<file path="src/rtl/uart_pkg.sv">
// Shared UART definitions: transmit FSM states, parity mode codes and default divisor width.
package uart_pkg;

    typedef enum logic [2:0] {
        S_IDLE,
        S_LOAD,
        S_START,
        S_DATA,
        S_PARITY,
        S_STOP
    } tx_state_t;

    localparam int PAR_NONE = 0;
    localparam int PAR_ODD  = 1;
    localparam int PAR_EVEN = 2;

    localparam int DEF_DIV_WIDTH = 16;

endpackage

</file>
<file path="src/rtl/uart_tx_serializer_if.sv">
// Bundle between the TX FIFO / register block and the serializer.
// master = FIFO and register side, slave = serializer.
interface uart_tx_serializer_if
    import uart_pkg::*;
#(
    parameter int DATA_WIDTH = 8,
    parameter int DIV_WIDTH  = DEF_DIV_WIDTH
) ();

    logic                  tx_en;
    logic [DIV_WIDTH-1:0]  baud_div;
    logic                  fifo_empty;
    logic [DATA_WIDTH-1:0] fifo_dout;
    logic                  fifo_rd_en;
    logic                  txd;
    logic                  busy;
    logic                  tx_done;

    modport master (
        output tx_en, baud_div, fifo_empty, fifo_dout,
        input  fifo_rd_en, txd, busy, tx_done
    );

    modport slave (
        input  tx_en, baud_div, fifo_empty, fifo_dout,
        output fifo_rd_en, txd, busy, tx_done
    );

endinterface

</file>
<file path="src/rtl/uart_bit_timer.sv">
// Loadable bit-clock counter: counts 0..period-1 while enabled and flags the terminal count.
// A load latches a new period (0 treated as 1) and clears the count.
module uart_bit_timer
    import uart_pkg::*;
#(
    parameter int DIV_WIDTH = DEF_DIV_WIDTH
) (
    input  logic                 clk,
    input  logic                 rst,
    input  logic                 load,
    input  logic                 en,
    input  logic [DIV_WIDTH-1:0] period_in,
    output logic                 tc
);

    logic [DIV_WIDTH-1:0] period_q;
    logic [DIV_WIDTH-1:0] cnt_q;

    // A zero divisor would never reach terminal count, so it is saturated to one clock per bit.
    function automatic logic [DIV_WIDTH-1:0] clamp_period(input logic [DIV_WIDTH-1:0] d);
        return (d == '0) ? DIV_WIDTH'(1) : d;
    endfunction

    assign tc = en && (cnt_q == (period_q - DIV_WIDTH'(1)));

    // Period latch and wrapping bit-clock counter.
    always_ff @(posedge clk) begin
        if (rst) begin
            period_q <= DIV_WIDTH'(1);
            cnt_q    <= '0;
        end else if (load) begin
            period_q <= clamp_period(period_in);
            cnt_q    <= '0;
        end else if (en) begin
            cnt_q    <= tc ? '0 : cnt_q + DIV_WIDTH'(1);
        end
    end

endmodule

</file>
<file path="src/rtl/uart_tx_serializer.sv">
// UART transmit serializer: pops bytes from the TX FIFO and sends
// start, DATA_WIDTH data bits LSB first, optional parity and STOP_BITS stop bits.
module uart_tx_serializer
    import uart_pkg::*;
#(
    parameter int DATA_WIDTH = 8,
    parameter int STOP_BITS  = 1,
    parameter int PARITY     = PAR_NONE,
    parameter int DIV_WIDTH  = DEF_DIV_WIDTH
) (
    input logic            clk,
    input logic            rst,
    uart_tx_serializer_if.slave bus
);

    localparam int IDX_W = $clog2(DATA_WIDTH + 1);

    tx_state_t             state_q, state_d;
    logic [DATA_WIDTH-1:0] shift_q, shift_d;
    logic [IDX_W-1:0]      idx_q, idx_d;
    logic                  par_q, par_d;
    logic                  txd_q, txd_d;
    logic                  busy_q;
    logic                  done_q, done_d;
    logic                  rd_en;
    logic                  tmr_load;
    logic                  tmr_en;
    logic                  tmr_tc;

    assign rd_en    = (state_q == S_IDLE) && bus.tx_en && !bus.fifo_empty && !rst;
    assign tmr_load = (state_q == S_LOAD);
    assign tmr_en   = (state_q == S_START) || (state_q == S_DATA) ||
                      (state_q == S_PARITY) || (state_q == S_STOP);

    uart_bit_timer #(.DIV_WIDTH(DIV_WIDTH)) u_timer (
        .clk       (clk),
        .rst       (rst),
        .load      (tmr_load),
        .en        (tmr_en),
        .period_in (bus.baud_div),
        .tc        (tmr_tc)
    );

    // Next-state, shift/parity/index updates and the txd level for the upcoming cycle.
    always_comb begin
        state_d = state_q;
        shift_d = shift_q;
        idx_d   = idx_q;
        par_d   = par_q;
        done_d  = 1'b0;
        txd_d   = 1'b1;

        case (state_q)
            S_IDLE: begin
                if (rd_en) state_d = S_LOAD;
            end
            S_LOAD: begin
                shift_d = bus.fifo_dout;
                par_d   = 1'b0;
                idx_d   = '0;
                state_d = S_START;
            end
            S_START: begin
                if (tmr_tc) begin
                    idx_d   = '0;
                    state_d = S_DATA;
                end
            end
            S_DATA: begin
                if (tmr_tc) begin
                    par_d   = par_q ^ shift_q[0];
                    shift_d = shift_q >> 1;
                    if (idx_q == IDX_W'(DATA_WIDTH - 1)) begin
                        idx_d   = '0;
                        state_d = (PARITY != PAR_NONE) ? S_PARITY : S_STOP;
                    end else begin
                        idx_d   = idx_q + IDX_W'(1);
                    end
                end
            end
            S_PARITY: begin
                if (tmr_tc) begin
                    idx_d   = '0;
                    state_d = S_STOP;
                end
            end
            S_STOP: begin
                if (tmr_tc) begin
                    if (idx_q == IDX_W'(STOP_BITS - 1)) begin
                        idx_d   = '0;
                        done_d  = 1'b1;
                        state_d = S_IDLE;
                    end else begin
                        idx_d   = idx_q + IDX_W'(1);
                    end
                end
            end
            default: state_d = S_IDLE;
        endcase

        case (state_d)
            S_START:  txd_d = 1'b0;
            S_DATA:   txd_d = shift_d[0];
            S_PARITY: txd_d = (PARITY == PAR_EVEN) ? par_d : ~par_d;
            default:  txd_d = 1'b1;
        endcase
    end

    // Control state and registered outputs.
    always_ff @(posedge clk) begin
        if (rst) begin
            state_q <= S_IDLE;
            idx_q   <= '0;
            par_q   <= 1'b0;
            txd_q   <= 1'b1;
            busy_q  <= 1'b0;
            done_q  <= 1'b0;
        end else begin
            state_q <= state_d;
            idx_q   <= idx_d;
            par_q   <= par_d;
            txd_q   <= txd_d;
            busy_q  <= (state_d != S_IDLE);
            done_q  <= done_d;
        end
    end

    // Data shift register; its contents are don't-care until the next LOAD.
    always_ff @(posedge clk) begin
        shift_q <= shift_d;
    end

    assign bus.fifo_rd_en = rd_en;
    assign bus.txd        = txd_q;
    assign bus.busy       = busy_q;
    assign bus.tx_done    = done_q;

endmodule
</file>
<file path="src/flat_wrapper.sv">
// flat-port wrapper written by rule: the top's interface ports become plain ports
module uart_tx_serializer_flat import uart_pkg::*;
#(
    parameter int DATA_WIDTH = 8,
    parameter int STOP_BITS  = 1,
    parameter int PARITY     = PAR_NONE,
    parameter int DIV_WIDTH  = DEF_DIV_WIDTH
)
  (clk, rst, bus_tx_en, bus_baud_div, bus_fifo_empty, bus_fifo_dout, bus_fifo_rd_en, bus_txd, bus_busy, bus_tx_done);
  uart_tx_serializer_if #(.DATA_WIDTH(DATA_WIDTH), .DIV_WIDTH(DIV_WIDTH)) bus_i ();
  input logic clk;
  input logic rst;
  input wire logic [$bits(bus_i.tx_en)-1:0] bus_tx_en;
  input wire logic [$bits(bus_i.baud_div)-1:0] bus_baud_div;
  input wire logic [$bits(bus_i.fifo_empty)-1:0] bus_fifo_empty;
  input wire logic [$bits(bus_i.fifo_dout)-1:0] bus_fifo_dout;
  output wire logic [$bits(bus_i.fifo_rd_en)-1:0] bus_fifo_rd_en;
  output wire logic [$bits(bus_i.txd)-1:0] bus_txd;
  output wire logic [$bits(bus_i.busy)-1:0] bus_busy;
  output wire logic [$bits(bus_i.tx_done)-1:0] bus_tx_done;
  assign bus_i.tx_en = bus_tx_en;
  assign bus_i.baud_div = bus_baud_div;
  assign bus_i.fifo_empty = bus_fifo_empty;
  assign bus_i.fifo_dout = bus_fifo_dout;
  assign bus_fifo_rd_en = bus_i.fifo_rd_en;
  assign bus_txd = bus_i.txd;
  assign bus_busy = bus_i.busy;
  assign bus_tx_done = bus_i.tx_done;
  uart_tx_serializer #(.DATA_WIDTH(DATA_WIDTH), .STOP_BITS(STOP_BITS), .PARITY(PARITY), .DIV_WIDTH(DIV_WIDTH)) u_core (.clk(clk), .rst(rst), .bus(bus_i));
endmodule
</file>
<file path="config.mk">
export PLATFORM = sky130hd
export DESIGN_NAME = uart_tx_serializer_flat
export DESIGN_NICKNAME = d
export VERILOG_FILES = /design/src/rtl/uart_pkg.sv /design/src/rtl/uart_tx_serializer_if.sv /design/src/rtl/uart_bit_timer.sv /design/src/rtl/uart_tx_serializer.sv /design/src/flat_wrapper.sv
export SDC_FILE = /design/constraint.sdc
export NUM_CORES = 1
export LEC_CHECK = 0
export CAP_MARGIN = 10
export CORE_MARGIN = 3
export CORE_UTILIZATION = 40
export CTS_BUF_LIST = sky130_fd_sc_hd__clkbuf_4
export CTS_CLUSTER_SIZE = 12
export DETAILED_ROUTE_END_ITERATION = 10
export PLACE_DENSITY = 0.67
export SLEW_MARGIN = 5
export SYNTH_ARGS = -nofsm -noshare
export SYNTH_HDL_FRONTEND = slang
export SYNTH_SLANG_ARGS = --single-unit
</file>
<file path="constraint.sdc">
create_clock -name clk -period 3.77 [get_ports clk]
set_input_delay 1.131 -clock clk [delete_from_list [all_inputs] [get_ports clk]]
set_output_delay 1.131 -clock clk [all_outputs]
set_load 0.1 [all_outputs]
</file>
==> flow_metrics.py <==
metrics = {
    "detailed_routing": {
        "wl_met2_um": 3157,
        "routed_wl_um": 6660,
        "drt_iter0_markers": 81,
        "drc_errors": 0,
        "viasPerCell": 5.420,
        "top_layer": "met4",
        "routedWlPerCell_um": 13.90,
        "wl_met3_um": 220,
        "wirelength_met1_um": 3212,
        "firstDrtPassIters": 5,
        "ant_nets": 0,
        "vias": 2596,
    },
    "sta": {
        "fin_setup_tns_ns": 0,
        "hold_violations": 0,
        "finalCriticalPeriod_ns": 3.715,
        "slew_headroom_pct": 45.15,
        "fin_skew_ns": 0.01815,
        "slew_violations": 0,
        "max_freq_mhz": 269.2,
        "setup_viol": 0,
        "tightest_slew_ns": 0.8227,
        "holdWs_ns": 0.4788,
        "rsz0062_at_grt": "no",
        "period_share_pct": 98.54,
    },
    "yosys": {
        "ys_ff_latch": 51,
        "synth_top_area_cell": "dfxtp_1",
        "syn_inst": 351,
        "yosysSeqAreaShare_pct": 37.42,
        "ys_types": 59,
        "yosys_most_used_dff": "dfxtp_1",
        "yosysTopAreaCellShare_pct": 30.21,
        "syn_nets": 384,
        "syn_area_per_cell_um2": 8.306,
        "syn-cell-area_mm2": 0.002915,
        "yosysWarningCount": 0,
        "synth_area_leaders": "dfxtp_1 30%, edfxtp_1 7.2%, nand2_1 6.6%",
        "synth_edf_count": 7,
        "synthArstFlopShare_pct": 0,
    },
    "die": {
        "core_area_mm2": 0.006944,
        "die_area_mm2": 0.008348,
        "pin_count": 32,
        "die_w_um": 91.37,
        "start_util_pct": 41.98,
        "die_h_um": 91.37,
        "rows": 30,
    },
    "setup_path": {
        "end_kind": "output port",
        "cp-endpoint": "bus_fifo_rd_en",
        "ff2ff_setup_slack_ns": 0.39,
        "required_ns": 2.64,
        "setup.worst_path.start_class": "input pin",
        "r2r-end": "u_core.bus.txd",
        "critPathKind": "input pin to output port",
        "crit_start": "rst",
        "cp_max_fo": 3,
        "rr_startpoint": "u_core.u_timer.period_q[0]",
        "r2r_cells": 11,
        "crit_arrival_ns": 2.58,
    },
    "min_path": {
        "hold_path_class": "flip-flop to flip-flop",
    },
    "final_layout": {
        "nFillCells": 676,
        "post-route-util_pct": 49.51,
        "final_area_mm2": 0.003438,
        "antenna_cells": 0,
        "fin_nets": 415,
        "drive_gt1_share_pct": 7.572,
        "layout-area-overhead-vs-synth_pct": 17.94,
    },
    "power": {
        "vdd_drop_max_mv": 0.1597,
        "p_leak_nw": 1.180,
        "powerDensity_mw_per_mm2": 275.7,
        "power_mw": 0.9479,
    },
    "global_route": {
        "antenna_found_initial": 0,
        "grt_usage_pct": 16.12,
        "overflow": 0,
        "grt_max_degree": 30,
        "grt_pass1_vias": 2433,
        "grt_pass1_wl_um": 11160,
    },
    "cts": {
        "numCtsBuffers": 5,
        "clock_latency_ns": 0.37,
        "cts_max_path_buffers": 2,
        "root_buffer": "clkbuf_4",
        "cts_tree": "done",
        "h-tree-depth": 2,
        "ctsHoldBuffers": 0,
        "cts.sinks": 51,
        "cts_setup_buffers": 0,
        "path_clk_slew_ns": 0.14,
    },
    "place": {
        "port-buffer-count": 31,
        "dpl_cell_area_mm2": 0.003358,
        "routabilityCongestion": 0.8367,
        "dpl.hpwl_um": 5061,
    },
    "run_status": {
        "outcome": "complete, no violations",
    },
    "flow_run": {
        "max-cap-violations": 0,
    },
}
## cells in the mapped netlist, types with 3 or more instances
master	count
nor2_1	35
nand4_1	5
a211o_1	3
nand3_1	16
xnor2_1	13
nand2b_1	10
clkbuf_1	13
ha_1	5
edfxtp_1	7
nor4_1	6
a31oi_1	6
and3_1	6
a21oi_1	23
and4_1	4
dfxtp_1	44
o21ai_0	9
inv_1	8
xor2_1	18
nor3_1	9
a41oi_1	3
a22o_1	6
nor2b_1	7
nand2_1	51
## metal layers
metal,GRT usage [%],vias up
li1,-,1327
met1,20.57,1221
met2,28.08,43
met3,2.651,5
met4,4.271,0
met5,0,-
## layout make-up
type / instances / area, µm² / share of cell area (%)
multi-input cells: 278 / 1755 / 51.06
well taps: 96 / 120.1 / 3.493
flip-flops and latches: 51 / 1091 / 31.73
repair buffers: 38 / 365.4 / 10.63
clock buffers: 5 / 37.54 / 1.092
clock inverters: 3 / 38.79 / 1.128
inverters: 8 / 30.03 / 0.8734
## flip-flops by register name, summed over array words and instances, names as in the netlist, 3 cells and up
signal,flops
u_core.idx_q,4
u_core.shift_q,8
u_core.state_q,3
u_core.u_timer.cnt_q,16
u_core.u_timer.period_q,16
## critical path, stage by stage
cell             delay (ns)
clkdlybuf4s50_1        0.44
or4b_4                 0.56
nor3_4                 0.24
buf_12                 0.21
## how the worst min path moves through the flow
stage,end,startpoint,cells after the start
6_report,u_core.u_timer.period_q[15],u_core.u_timer.period_q[15],2
5_1_grt,u_core.u_timer.period_q[15],u_core.u_timer.period_q[15],2
4_1_cts,u_core.u_timer.period_q[15],u_core.u_timer.period_q[15],2
3_5_place_dp,u_core.u_timer.period_q[15],u_core.u_timer.period_q[15],2
3_3_place_gp,u_core.u_timer.period_q[15],u_core.u_timer.period_q[15],2
2_1_floorplan,u_core.u_timer.period_q[15],u_core.u_timer.period_q[15],2
## kinds of logic (layout without fill, tap and decap cells)
family,Yosys count,after routing,share of synthesized area [%]
and+or+nand+nor,167,167,30.30
buffers and inverters,22,54,2.876
AOI/OAI and AO/OA,73,73,17.21
DFF,51,51,37.42
muxes,2,2,0.7296
xor gates and xnor gates,31,31,9.313
adders and majority gates,5,5,2.146
## through the flow
step           setup WS, ns  instances
2_1_floorplan       0.05056        351
3_3_place_gp      -0.007037        471
3_5_place_dp       -0.04509        471
4_1_cts             0.04920        479
5_1_grt             0.02054        479
6_report            0.05496        479
## power breakdown
group,total (mW),switching [mW],internal (mW)
sequential,0.560,0.00507,0.555
combinational,0.0775,0.0367,0.0408
clock,0.311,0.174,0.137
total,0.948,0.216,0.732
## repair_timing
action / 4_1_cts / 5_1_grt
resized for setup: 1 / 0
endpoints found under the setup margin: 1 / 0
endpoints found under the hold margin: 0 / 0
## cell usage in the layout, fill, tap and decap left out, types with 2 or more instances in the layout
cell type	n
ha_1	5
nand4_1	5
and2_1	2
buf_4	10
nor2_1	35
a311oi_1	2
xor2_1	18
xnor2_1	13
a22oi_1	2
and4_1	4
clkbuf_4	5
nand3_1	16
edfxtp_1	7
and3_1	6
o21a_1	2
o211ai_1	2
nor4_1	6
dfxtp_1	44
nor3b_1	2
a21oi_1	23
nand2_1	51
nand2b_1	10
a41oi_1	3
clkdlybuf4s50_1	27
a22o_1	6
inv_1	8
or3_1	2
a31oi_1	6
nor3_1	8
nor4_4	2
nor3_4	2
a211o_1	3
nor2b_1	7
o21ai_0	9
(Power assumes the default switching activity.)
==> RTL edit 1: new RTL, same settings <==
`DATA_WIDTH` is set to 8 in 3 places; all go to 4.
--- a/src/rtl/uart_tx_serializer_if.sv
+++ b/src/rtl/uart_tx_serializer_if.sv
@@ -3,7 +3,7 @@
 interface uart_tx_serializer_if
     import uart_pkg::*;
 #(
-    parameter int DATA_WIDTH = 8,
+    parameter int DATA_WIDTH = 4,
     parameter int DIV_WIDTH  = DEF_DIV_WIDTH
 ) ();
 
--- a/src/rtl/uart_tx_serializer.sv
+++ b/src/rtl/uart_tx_serializer.sv
@@ -3,7 +3,7 @@
 module uart_tx_serializer
     import uart_pkg::*;
 #(
-    parameter int DATA_WIDTH = 8,
+    parameter int DATA_WIDTH = 4,
     parameter int STOP_BITS  = 1,
     parameter int PARITY     = PAR_NONE,
     parameter int DIV_WIDTH  = DEF_DIV_WIDTH
--- a/src/flat_wrapper.sv
+++ b/src/flat_wrapper.sv
@@ -1,7 +1,7 @@
 // flat-port wrapper written by rule: the top's interface ports become plain ports
 module uart_tx_serializer_flat import uart_pkg::*;
 #(
-    parameter int DATA_WIDTH = 8,
+    parameter int DATA_WIDTH = 4,
     parameter int STOP_BITS  = 1,
     parameter int PARITY     = PAR_NONE,
     parameter int DIV_WIDTH  = DEF_DIV_WIDTH
Ports: changed (resized bus_fifo_dout); port bits go from 32 to 28. The function was not compared with the original's and may differ.
==> RTL edit 1 against the original RTL <==
  * Total power down 7.9%
  * Setup slack better by 350 ps
  * Wire length down 3.9%
  * Die area down 3.7%
  * Design area down 8.3%
  * Sequential cell count down 5
  * Sequential power down 11%
  * Combinational power down 9.8%
  * Count of clock-buffer cells in the layout unchanged
  * Synthesized area down 3.9%
==> RTL edit 1: results (changes against the original RTL) <==
| Metric | Value |
|---|---|
| Via count | `2457 (-5.4%)` |
| Fillers | `652 (-3.6%)` |
| Commonest cells in the netlist | `nand2_1 (55), dfxtp_1 (43), nor2_1 (34)` |
| Syn Nets | `376 (-2.1%)` |
| NonClk Buf Share | `9.13% (-1.5 points)` |
| Mux cell area share after synthesis | `2.23% (+1.5 points)` |
| Top Registers | `u_core.u_timer.cnt_q: 16 flops, u_core.u_timer.period_q: 16 flops, u_core.shift_q: 4 flops` |
| Gates resized, CTS repair | `0 (-1)` |
| Seq Cell Count | `46 (-9.8%)` |
| First-pass GRT wire length | `11100 um (-0.43%)` |
| Clock-cell share of area | `2.58% (+0.36 points)` |
| Crit path DAT | `3670 ps (+1090 ps)` |
| Area contributors post-synth | `dfxtp_1 (31%), nand2_1 (7.4%), xor2_1 (5.9%)` |
| Critical setup path kind | `reg -> reg` |
| Status | `complete, no violations` |
| GR Layer Usage met2 | `26.9% (-1.2 points)` |
| Plain + repair buffers | `29 (-24%)` |
| Post-route met1 wirelength | `3230 um (+0.40%)` |
| Compound-gate portion of the synthesized area | `13.9% (-3.3 points)` |
| Number of flops mapped to enable cells by yosys | `3 (-4)` |
| R2r startpoint | `u_core.u_timer.period_q[0]$_SDFFE_PP1P_` |
| CP Max Fanout | `8 (+5)` |
| Wire per inst | `14.0 um (+0.91%)` |
| Fin nets | `393 (-5.3%)` |
| Peak supply drop | `0.162 mV (+1.4%)` |
| Layout cell share with drive strength beyond 1 | `8.54% (+0.97 points)` |
| Clock skew | `7.52 ps (-10.6 ps)` |
| IO buf count | `27 (-13%)` |
| Sequential share of cell area | `30.2% (-1.6 points)` |
| Grt met3 use | `3.10% (+0.45 points)` |
| CP peak stage delay | `650 ps (+90 ps)` |
| Multi-input gate area | `1670 sq um (-4.8%)` |
| Post-DP HPWL | `4860 um (-4.0%)` |
| WL met3 | `267 um (+21%)` |
| Reg2Reg Capture Point | `u_core.bus.busy$_SDFF_PP0_` |
| Leak | `1.17 nW (-0.86%)` |
| Post-Synth Adder-Cell Area | `3.13% (+0.98 points)` |
| Grt met1 use | `25.0% (+4.4 points)` |
| Largest net degree at the start of global routing | `28 (-6.7%)` |
-- RTL edit 1: cell types whose count changed in the layout (fill, tap and decap cells not counted), sizes merged, moves of 4 or more --
cell           change
o21ai              -5
nand2              +4
and4               -4
edfxtp             -4
nand2b             -5
inv                +5
clkdlybuf4s50      -4
a22o               -6
buf                -5
-- RTL edit 1: per-stage QoR --
step	utilization (%)	worst slack [ps]	hold slack, ps	std cells	area [sq um]
floorplan	-	604	450	345	2800
global placement	46.8	456	472	448	3070
detailed placement	46.8	433	481	448	3070
CTS	48.0	395	500	456	3150
global route	48.0	164	523	456	3150
finish	48.0	404	496	456	3150
-- RTL edit 1: how the worst min path moves through the flow --
stage	start	to	slack, ps	cells after the start
3_5_place_dp	u_core.idx_q[0]$_SDFFE_PP0P_	u_core.idx_q[0]$_SDFFE_PP0P_	480	2
4_1_cts	u_core.idx_q[0]$_SDFFE_PP0P_	u_core.idx_q[0]$_SDFFE_PP0P_	500	2
6_report	u_core.idx_q[0]$_SDFFE_PP0P_	u_core.idx_q[0]$_SDFFE_PP0P_	500	2
2_1_floorplan	u_core.u_timer.period_q[15]$_SDFFE_PP0P_	u_core.u_timer.period_q[15]$_SDFFE_PP0P_	450	2
5_1_grt	u_core.u_timer.period_q[15]$_SDFFE_PP0P_	u_core.u_timer.period_q[15]$_SDFFE_PP0P_	520	2
3_3_place_gp	u_core.idx_q[0]$_SDFFE_PP0P_	u_core.idx_q[0]$_SDFFE_PP0P_	470	2
-- RTL edit 1: critical path, delay by kind of cell, from the launching register on --
family	cells	cell delay [ps]
and+or+nand+nor	6	2130
muxes	1	600
DFF	1	390
AOI/OAI and AO/OA	1	170
-- RTL edit 1: where the power goes --
group	switching [mW]	internal [mW]
Sequential	0.00475	0.495
Combinational	0.0343	0.0356
Clock	0.163	0.140
Total	0.202	0.671
==> RTL edit 2: new RTL, same flow settings <==
Made on the original files. Make the reset (`rst`) asynchronous in 2 clocked blocks.
--- a/src/rtl/uart_bit_timer.sv
+++ b/src/rtl/uart_bit_timer.sv
@@ -24,7 +24,7 @@
     assign tc = en && (cnt_q == (period_q - DIV_WIDTH'(1)));
 
     // Period latch and wrapping bit-clock counter.
-    always_ff @(posedge clk) begin
+    always_ff @(posedge clk or posedge rst) begin
         if (rst) begin
             period_q <= DIV_WIDTH'(1);
             cnt_q    <= '0;
--- a/src/rtl/uart_tx_serializer.sv
+++ b/src/rtl/uart_tx_serializer.sv
@@ -107,7 +107,7 @@
     end
 
     // Control state and registered outputs.
-    always_ff @(posedge clk) begin
+    always_ff @(posedge clk or posedge rst) begin
         if (rst) begin
             state_q <= S_IDLE;
             idx_q   <= '0;
Behaviour: differs if rst is asserted again (counterexample within 4 cycles, from zero or initial values and one cycle with rst high); with rst held inactive, the same outputs for 10 cycles.
==> RTL edit 2 against the original RTL <==
  * Worst hold slack gained 79 ps
  * Synthesized area grew 7.7%
  * Clock skew shrank 12 ps
  * Sequential share of layout area grew 4.1 points
  * Die area grew 7.2%
  * Synthesized cell count shrank 8.8%
  * Sequential cell count is the same
  * Setup slack gained 320 ps
  * Critical path depth grew 9
  * Wire length grew 8.3%
  * Count of clock-buffer cells in the layout is the same
  * Design area grew 6.3%
  * Largest cell class unchanged
  * Highest routed layer unchanged
Power is not compared: it rests on default switching activity, and its combinational part moved more than twofold at a synthesized area within 25%.
==> RTL edit 2: results (changes against the original RTL) <==
| Metric | Value |
|---|---|
| Sequential share of cell area | `35.8% (+4.1 points)` |
| Plain + repair buffers | `43 (+13%)` |
| Logic inverters | `12 (+4)` |
| Post-layout min period | `3390 ps (-322 ps)` |
| Synth async-reset ratio | `84.3% (+84 points)` |
| Final hold slack | `558 ps (+79.4 ps)` |
| Total Routing Usage GR | `17.1% (+1.0 points)` |
| Largest net degree at the start of global routing | `44 (+47%)` |
| Multi-input gate area | `1720 sq um (-1.9%)` |
| Clock skew | `5.92 ps (-12.2 ps)` |
| Syn Nets | `353 (-8.1%)` |
| Layout Utilization | `49.1% (-0.42 points)` |
| Gpl congestion | `0.881 (+5.3%)` |
| Dpl cells | `448 (-4.9%)` |
| Layout cell share with drive strength beyond 1 | `15.1% (+7.6 points)` |
| Post-synthesis sequential area ratio | `41.7% (+4.2 points)` |
| Pre-CTS setup slack | `341 ps (+386 ps)` |
| R2r startpoint | `u_core.u_timer.period_q[1]$_DFFE_PP0N_` |
| CP peak stage delay | `580 ps (+20 ps)` |
| Worst hold start | `u_core.idx_q[1]$_DFFE_PP0P_` |
| Grt met3 use | `3.35% (+0.70 points)` |
| NonClk Buf Share | `11.0% (+0.39 points)` |
| Metal2 WL | `3180 um (+0.82%)` |
| Clock-cell share of area | `1.44% (-0.78 points)` |
| Iter 0 DRT Violations | `235 (+190%)` |
| Vias in the first global route | `2555 (+5.0%)` |
| Fin nets | `389 (-6.3%)` |
| Measured slew at the worst slew-check pin | `626 ps (-197 ps)` |
| Fillers | `719 (+6.4%)` |
| CP max stage cell | `or3_1` |
| Multi-input combinational cell count | `243 (-13%)` |
| Finished Layout Cells | `456 (-4.8%)` |
| Post-DP HPWL | `5340 um (+5.4%)` |
| First-pass GRT wire length | `12300 um (+10%)` |
| Status | `complete, no violations` |
| WL met3 | `423 um (+92%)` |
| Main flop type after synthesis | `dfrtp_1` |
| Distinct cells, synth | `62 (+5.1%)` |
| Commonest cells in the netlist | `dfrtp_1 (41), o21ai_0 (28), nand2_1 (21)` |
| Delay-heaviest family, CP | `simple AND/OR/NAND/NOR gates` |
| Final WL | `7210 um (+8.3%)` |
| Post-route met1 wirelength | `3480 um (+8.4%)` |
| GR Layer Usage met2 | `26.9% (-1.2 points)` |
| Critical path depth | `13 (+9)` |
| Via/cell ratio | `5.70 (+5.1%)` |
| Placed Area | `3600 sq um (+7.1%)` |
| CP Max Fanout | `17 (+14)` |
| WHS Endpoint | `u_core.idx_q[1]$_DFFE_PP0P_` |
| Detailed Routing Iterations Pass 1 | `4 (-1)` |
| Die X | `94.6 um (+3.5%)` |
| Post-Syn Area per Cell | `9.81 sq um (+18%)` |
==> RTL edit 2: changes by cell type in the layout (fill, tap and decap cells not counted), moves of 9 or more <==
| cell | unedited run | this run |
|---|---|---|
| dfxtp_1 | 44 | 1 |
| nor2_1 | 35 | 16 |
| xor2_1 | 18 | 9 |
| a21oi_1 | 23 | 6 |
| mux2_2 | 1 | 14 |
| dfrtp_1 | 0 | 41 |
| nand2_1 | 51 | 21 |
| o21ai_0 | 9 | 28 |
==> RTL edit 2: timing repair <==
item / in CTS / in global routing
hold buffers: 0 / 0
endpoints found under the setup margin: 0 / 8
buffers inserted: 0 / 0
resized for setup: 0 / 2
==> RTL edit 2: cells by family after synthesis <==
kind of cell	after synthesis	synth area share [%]
fa+ha+maj	5	1.99
simple gates	118	22.4
xor+xnor	28	7.81
flops	51	41.7
buf+inv	26	3.74
compound gates	75	16.3
mux	17	6.14
